### src/rtl/call_stack_ctrl.sv
// call_stack_ctrl: CALL/RET sequencer that drives a downstream return-address stack and redirects fetch.
module call_stack_ctrl #(
    parameter int DEPTH = 256,
    parameter int AW    = 16
) (
    input  logic                     clk,
    input  logic                     reset,
    input  logic                     instr_valid,
    input  logic                     is_call,
    input  logic                     is_ret,
    input  logic [AW-1:0]            pc,
    input  logic [AW-1:0]            call_target,
    output logic                     ready,
    output logic                     stk_push,
    output logic                     stk_pop,
    output logic [AW-1:0]            stk_data,
    input  logic [AW-1:0]            stk_top,
    output logic                     next_pc_valid,
    output logic [AW-1:0]            next_pc,
    output logic [$clog2(DEPTH):0]   count,
    output logic [1:0]               fault_code
);
    localparam int CW = $clog2(DEPTH) + 1;
    typedef enum logic [1:0] {IDLE, PUSH, POP, FAULT} state_t;
    state_t state;
    logic [AW-1:0] target;
    logic accept;
    always_comb begin
        ready         = (state == IDLE) && !reset;
        accept        = instr_valid && ready;
        stk_push      = state == PUSH;
        stk_pop       = state == POP;
        next_pc_valid = stk_push || stk_pop;
        // a return address comes straight from the stack in the POP cycle
        next_pc       = stk_pop ? stk_top : target;
    end
    always_ff @(posedge clk) begin
        if (reset) begin
            state      <= IDLE;
            count      <= '0;
            fault_code <= 2'b00;
            stk_data   <= '0;
            target     <= '0;
        end else begin
            case (state)
                IDLE: if (accept) begin
                    if (is_call && is_ret) begin
                        state      <= FAULT;
                        fault_code <= 2'b11;
                    end else if (is_call) begin
                        if (count == CW'(DEPTH)) begin
                            state      <= FAULT;
                            fault_code <= 2'b01;
                        end else begin
                            state    <= PUSH;
                            stk_data <= pc + 1'b1;
                            target   <= call_target;
                        end
                    end else if (is_ret) begin
                        if (count == '0) begin
                            state      <= FAULT;
                            fault_code <= 2'b10;
                        end else begin
                            state <= POP;
                        end
                    end
                end
                PUSH: begin
                    count <= count + 1'b1;
                    state <= IDLE;
                end
                POP: begin
                    count <= count - 1'b1;
                    state <= IDLE;
                end
                FAULT: state <= FAULT;
            endcase
        end
    end
endmodule

### config.mk
export PLATFORM = sky130hd
export DESIGN_NAME = call_stack_ctrl
export DESIGN_NICKNAME = d
export VERILOG_FILES = /design/src/rtl/call_stack_ctrl.sv
export SDC_FILE = /design/constraint.sdc
export NUM_CORES = 1
export LEC_CHECK = 0
export BUFFER_PORTS_ARGS = -buffer_cell sky130_fd_sc_hd__buf_2
export CELL_PAD_IN_SITES_DETAIL_PLACEMENT = 2
export CELL_PAD_IN_SITES_GLOBAL_PLACEMENT = 2
export CORE_ASPECT_RATIO = 1.4
export CORE_MARGIN = 5
export CORE_UTILIZATION = 30
export DETAILED_ROUTE_END_ITERATION = 10
export PLACE_DENSITY_LB_ADDON = 0.1
export REMOVE_ABC_BUFFERS = 1
export SETUP_SLACK_MARGIN = 0.4
export SLEW_MARGIN = 25
export SYNTH_ARGS = -nofsm -noshare
export SYNTH_HDL_FRONTEND = slang
export SYNTH_SLANG_ARGS = --single-unit
### constraint.sdc
create_clock -name clk -period 6.6 [get_ports clk]
set_input_delay 0.99 -clock clk [delete_from_list [all_inputs] [get_ports clk]]
set_output_delay 0.99 -clock clk [all_outputs]
set_load 0.01 [all_outputs]
; ---- After elaboration in Yosys (flattened, before gate mapping)
; Cells that the tools add are included.
[totals]
regBits = 45
latchBits = 0
ram_bits = 0
mem_bits_ro = 0
inputBits = 53
out_inout_bits = 47
elab_cells = 45
memories = 0
[op_classes]
n_addsub = 3
multipliers = 0
div = 0
magnitude_cmp = 0
eq_ne = 7
shift = 0
n_mux = 14
n_bitwise = 2
n_reduce_logical = 14
[op_table]
columns = op, n
row1 = $mux 2, 10
row2 = $pmux 9 s2, 1
row3 = $add 16x1->16 const B, 1
row4 = $mux 16, 1
row5 = $reduce_and 5->1, 2
row6 = $add 9x1->9 const B, 1
row7 = $eq 9x9->1 const B, 1
row8 = $logic_not 9->1, 1
row9 = $sub 9x1->9 const B, 1
row10 = $pmux 2 s3, 1
row11 = $reduce_bool 3->1, 2
row12 = $eq 2x2->1 const B, 2
row13 = $ne 4x3->1 const B, 1
row14 = $logic_and 1x1->1, 3
row15 = $ne 3x1->1 const B, 1
row16 = $eq 2x1->1 const B, 1
row17 = $logic_not 2->1, 1
row18 = $ne 2x2->1 const B, 1
row19 = $not 1->1, 2
row20 = $reduce_and 2->1, 1
row21 = $reduce_bool 2->1, 1
row22 = $reduce_or 2->1, 1
row23 = $logic_not 1->1, 1
row24 = $logic_or 1x1->1, 1
row25 = $mux 1, 1

; ---- Longest topological paths before layout
[logic_depth]
depth_word = 7
mapped_depth = 12
ltp_nobuf = 9

; ---- Worst setup path after synthesis
; Ideal clock, no wire load.
[synth_timing]
path_type = register -> register
start = reg state[0]
end = reg count[8]
setup_ns = 0.123
arrival_time_ns = 2.913
t_required_ns = 6.477
slack_ns = 3.564
path_stages_with_launch = 13
path_buffers = 3
synth_period_minus_slack_ns = 3.036
cell_sequence = dfxtp_1 -> inv_1 -> ha_1 -> buf_2 -> buf_2 -> buf_1 -> xor2_1 -> ha_1 -> or3_1 -> a21oi_2 -> or4_1 -> o211ai_2 -> mux2_1
[synth_between]
elab_chain_cells = 2
elab_cells_between_ends = 4
cone_classes = 2 x eq/ne / 1 x mux / 1 x reduce/logical
[synth_lines]
columns = element, line_no
row1 = "start, declared", 25  ; state_t state;
row2 = "start signal, assigned", 39  ; state <= IDLE;
row3 = "start signal, assigned", 48  ; state <= FAULT;
row4 = "start signal, assigned", 52  ; state <= FAULT;
row5 = $eq 2x2->1 (*), --
row6 = via stk_pop, 15  ; output logic stk_pop,
row7 = $pmux 9 s2 or $reduce_bool 2->1 (tied branches), --
row8 = "end signal, assigned", 69  ; count <= count + 1'b1;
row9 = "end signal, assigned", 73  ; count <= count - 1'b1;
row10 = "end, declared", 20  ; output logic [$clog2(DEPTH):0] count,
; Mark *: on every way through the listed nets, which the timed path passes. The rest lies on a longest branch.
; A chain may end at the register's enable or synchronous reset.

; ---- Worst setup path in the final report
[layout_timing]
start = reg state[0]
end = out next_pc[0]
[layout_between]
elab_chain_cells = 2
[layout_lines]
columns = element, line_no
row1 = $eq 2x2->1, 32  ; stk_pop = state == POP;
row2 = $mux 16, 35  ; next_pc = stk_pop ? stk_top : target;
row3 = "end, declared", 19  ; output logic [AW-1:0] next_pc,
; No other way between the ends.

==> results.py <==
metrics = {
    "status": {
        "outcome": "complete, no violations",
    },
    "pwr": {
        "peakVddDrop_mv": 0.1231,
        "leakage_nw": 1.443,
        "finalPower_mw": 1.200,
        "cellPowerDensity_nw_per_um2": 345.9,
    },
    "yosys": {
        "ys_seq_elements": 45,
        "synth_area_leaders": "dfxtp_1, mux2_2, nand2_1",
        "synth_simple_gate_area_frac": 0.2517,
        "synth_cells": 330,
        "synth_compound_area_frac": 0.1917,
        "muxShareOfSynthArea": 0.08344,
        "ys_seq_area_frac": 0.3196,
        "yosysMostFrequentCell": "nand2_1",
        "synthArstFlopShare": 0,
        "syn_area_per_cell_sq_um": 8.542,
        "synth_xor_area_frac": 0.05903,
        "synth_top_area_cell": "dfxtp_1",
        "synth.distinct_cells": 52,
        "synth_top_family_by_area": "simple AND/OR/NAND/NOR gates",
        "synth_edf_count": 0,
        "synthAdderAreaFrac": 0.03551,
        "synth-main-ff-cell": "dfxtp_1",
        "syn_area_sq_um": 2819,
        "synth_common_cells": "nand2_1, dfxtp_1, nor2_1",
        "yosysWarnings": 0,
        "synth_top_area_share": 0.3196,
    },
    "finish": {
        "diodes": 0,
        "area_growth_pct": 23.08,
        "drive_above_1_share": 0.3807,
        "fillers": 1102,
        "fin_cells": 525,
        "nNetsFinal": 475,
        "finalInstanceArea_sq_um": 3470,
    },
    "drt": {
        "routed_wirelength_mm": 8.872,
        "drt_iter0_markers": 68,
        "vias": 2734,
        "drc": 0,
        "vias_per_cell": 5.208,
        "postRouteAntennaNets": 0,
        "first_pass_iters": 4,
        "wire_per_inst_microns": 16.90,
    },
    "sta": {
        "worst-slew-pin-transition_ns": 0.6060,
        "hold_viol": 0,
        "finalSetupViolCount": 0,
        "clock_skew_ns": 0.003720,
        "final.period_utilization": 0.4318,
        "max_slew_margin": 0.5960,
        "tns_ns": 0,
        "fin_crit_ns": 2.850,
        "grt_setup_unrepaired": "false",
        "hold_ws_ns": 0.4558,
        "fmax_mhz": 350.9,
        "finalMaxSlewViolations": 0,
    },
    "setup_path": {
        "end_kind": "output pin",
        "cp.arrival_ns": 1.86,
        "critPathMaxFanout": 38,
        "worst_setup_path_start_kind": "register",
        "reg2reg_to": "count[8]",
        "crit_type": "reg -> out",
        "ff2ff_path_depth": 10,
        "rr_startpoint": "state[0]",
        "r2r_slack_ns": 3.80,
        "critPathRequiredTime_ns": 5.61,
    },
    "clocking": {
        "cts_hold_buf": 0,
        "root_buffer": "clkbuf_16",
        "cts_tree": "done",
        "cts_setup_buffers": 0,
        "clkLatencyLatePin_ns": 0.29,
        "path_clk_slew_ns": 0.06,
        "cts_max_level": 2,
        "cts.sinks": 45,
        "cts-buffers-inserted": 5,
        "cts_resized": 0,
        "ctsLongestPathBuffers": 2,
    },
    "global_route": {
        "grt_usage": 0.1586,
        "grt_pass1_vias": 2966,
        "overflow": 0,
        "antenna_found_initial": 0,
        "grt_max_degree": 48,
        "grt_pass1_wl_mm": 14.81,
    },
    "floorplan": {
        "core_sq_um": 9301,
        "die_area_sq_um": 11460,
        "die_h_microns": 124.7,
        "die_w_microns": 91.93,
        "start_util": 0.3031,
        "io-pin-count": 100,
        "row_count": 42,
    },
    "placement": {
        "hpwl_mm": 6.680,
        "numPortBuffers": 99,
        "placed_area_sq_um": 3327,
        "placed_cells": 517,
        "place_congestion": 0.7805,
    },
    "min_path": {
        "min_to": "fault_code[1]",
        "min-delay-path-class": "reg -> reg",
        "hold_path_depth": 2,
        "hold_start": "fault_code[1]",
    },
    "flow_run": {
        "maxCapViolations": 0,
    },
}
## cell usage in the layout, fill, tap and decap left out, types with 2 or more instances in the layout
master | synthesis | routed
nand2b_1 | 6 | 6
a211oi_1 | 3 | 3
nor2b_1 | 6 | 6
mux2_1 | 4 | 4
nand2_1 | 47 | 47
clkbuf_16 | 0 | 5
xnor2_1 | 7 | 7
dfxtp_1 | 45 | 45
a21oi_1 | 21 | 21
a211oi_2 | 14 | 14
nand2_2 | 7 | 7
mux2_2 | 16 | 16
and3b_1 | 2 | 2
o21ai_0 | 5 | 5
xor2_1 | 12 | 12
nand3_1 | 7 | 7
nor4b_1 | 2 | 2
buf_2 | 10 | 99
buf_4 | 0 | 2
and3_1 | 2 | 2
o32ai_1 | 3 | 3
nor2_1 | 34 | 34
a41oi_1 | 2 | 2
and4_1 | 4 | 4
o211ai_1 | 2 | 2
nand4_1 | 4 | 4
nor3_1 | 3 | 3
ha_1 | 8 | 8
or4_1 | 4 | 4
and2_1 | 3 | 3
inv_1 | 7 | 7
clkinv_2 | 0 | 2
a21oi_2 | 7 | 7
## cell families (layout without fill, tap and decap cells)
kind of cell | Yosys count | after routing
AOI/OAI and AO/OA | 67 | 67
adders and majority gates | 8 | 8
DFF | 45 | 45
buffers and inverters | 31 | 116
muxes | 21 | 21
and+or+nand+nor | 139 | 139
xor gates and xnor gates | 19 | 19
## worst max-delay path, cell delays in order, from the launching register on
cell and delay (ns):
dfxtp_1 0.34, inv_1 0.13, ha_1 0.16, buf_4 0.39, mux2_2 0.39, buf_2 0.15
## state kept, by name, summed over array words and instances (netlist names)
| signal | count |
|---|---|
| count | 9 |
| fault_code | 2 |
| stk_data | 16 |
| target | 16 |
| state | 2 |
## power breakdown
| part | internal, mW | leakage, nW | switching, mW |
|---|---|---|---|
| registers | 0.310 | 0.365 | 0.0751 |
| clock network | 0.139 | 0.0696 | 0.115 |
| logic | 0.238 | 1.01 | 0.323 |
| total | 0.687 | 1.44 | 0.513 |
## routing by layer
metal,vias to the layer above,share of wire,track usage
met1,1338,0.39,0.1715
met4,0,0.017,0.04724
li1,1317,-,-
met2,66,0.52,0.2887
met5,-,0,0
met3,13,0.065,0.05257
## through the flow
stage,util,setup WS (ns)
4_1_cts,0.3730,3.723
6_report,0.3730,3.750
3_3_place_gp,0.3577,3.875
2_1_floorplan,-,3.577
5_1_grt,0.3730,3.609
3_5_place_dp,0.3577,3.779
## worst max-delay path by stage
| stage | from | end | slack, ns | cells past startpoint |
|---|---|---|---|---|
| CTS | state[0] | next_pc[8] | 3.72 | 5 |
| floorplan | state[0] | count[8] | 3.58 | 9 |
| detailed placement | state[0] | count[8] | 3.78 | 10 |
| finish | state[0] | next_pc[0] | 3.75 | 5 |
| global placement | state[0] | count[8] | 3.88 | 10 |
| global route | state[0] | count[8] | 3.61 | 10 |
## cell type report
type | instances | area, sq um | share of cell area
clock buffers | 5 | 125.1 | 0.03606
clock inverters | 3 | 17.52 | 0.005049
inverters | 7 | 26.28 | 0.007573
multi-input cells | 254 | 1752 | 0.5049
flip-flops and latches | 45 | 900.9 | 0.2596
well taps | 110 | 137.6 | 0.03967
repair buffers | 101 | 510.5 | 0.1471
No activity file was read; power rests on OpenSTA's default activity.
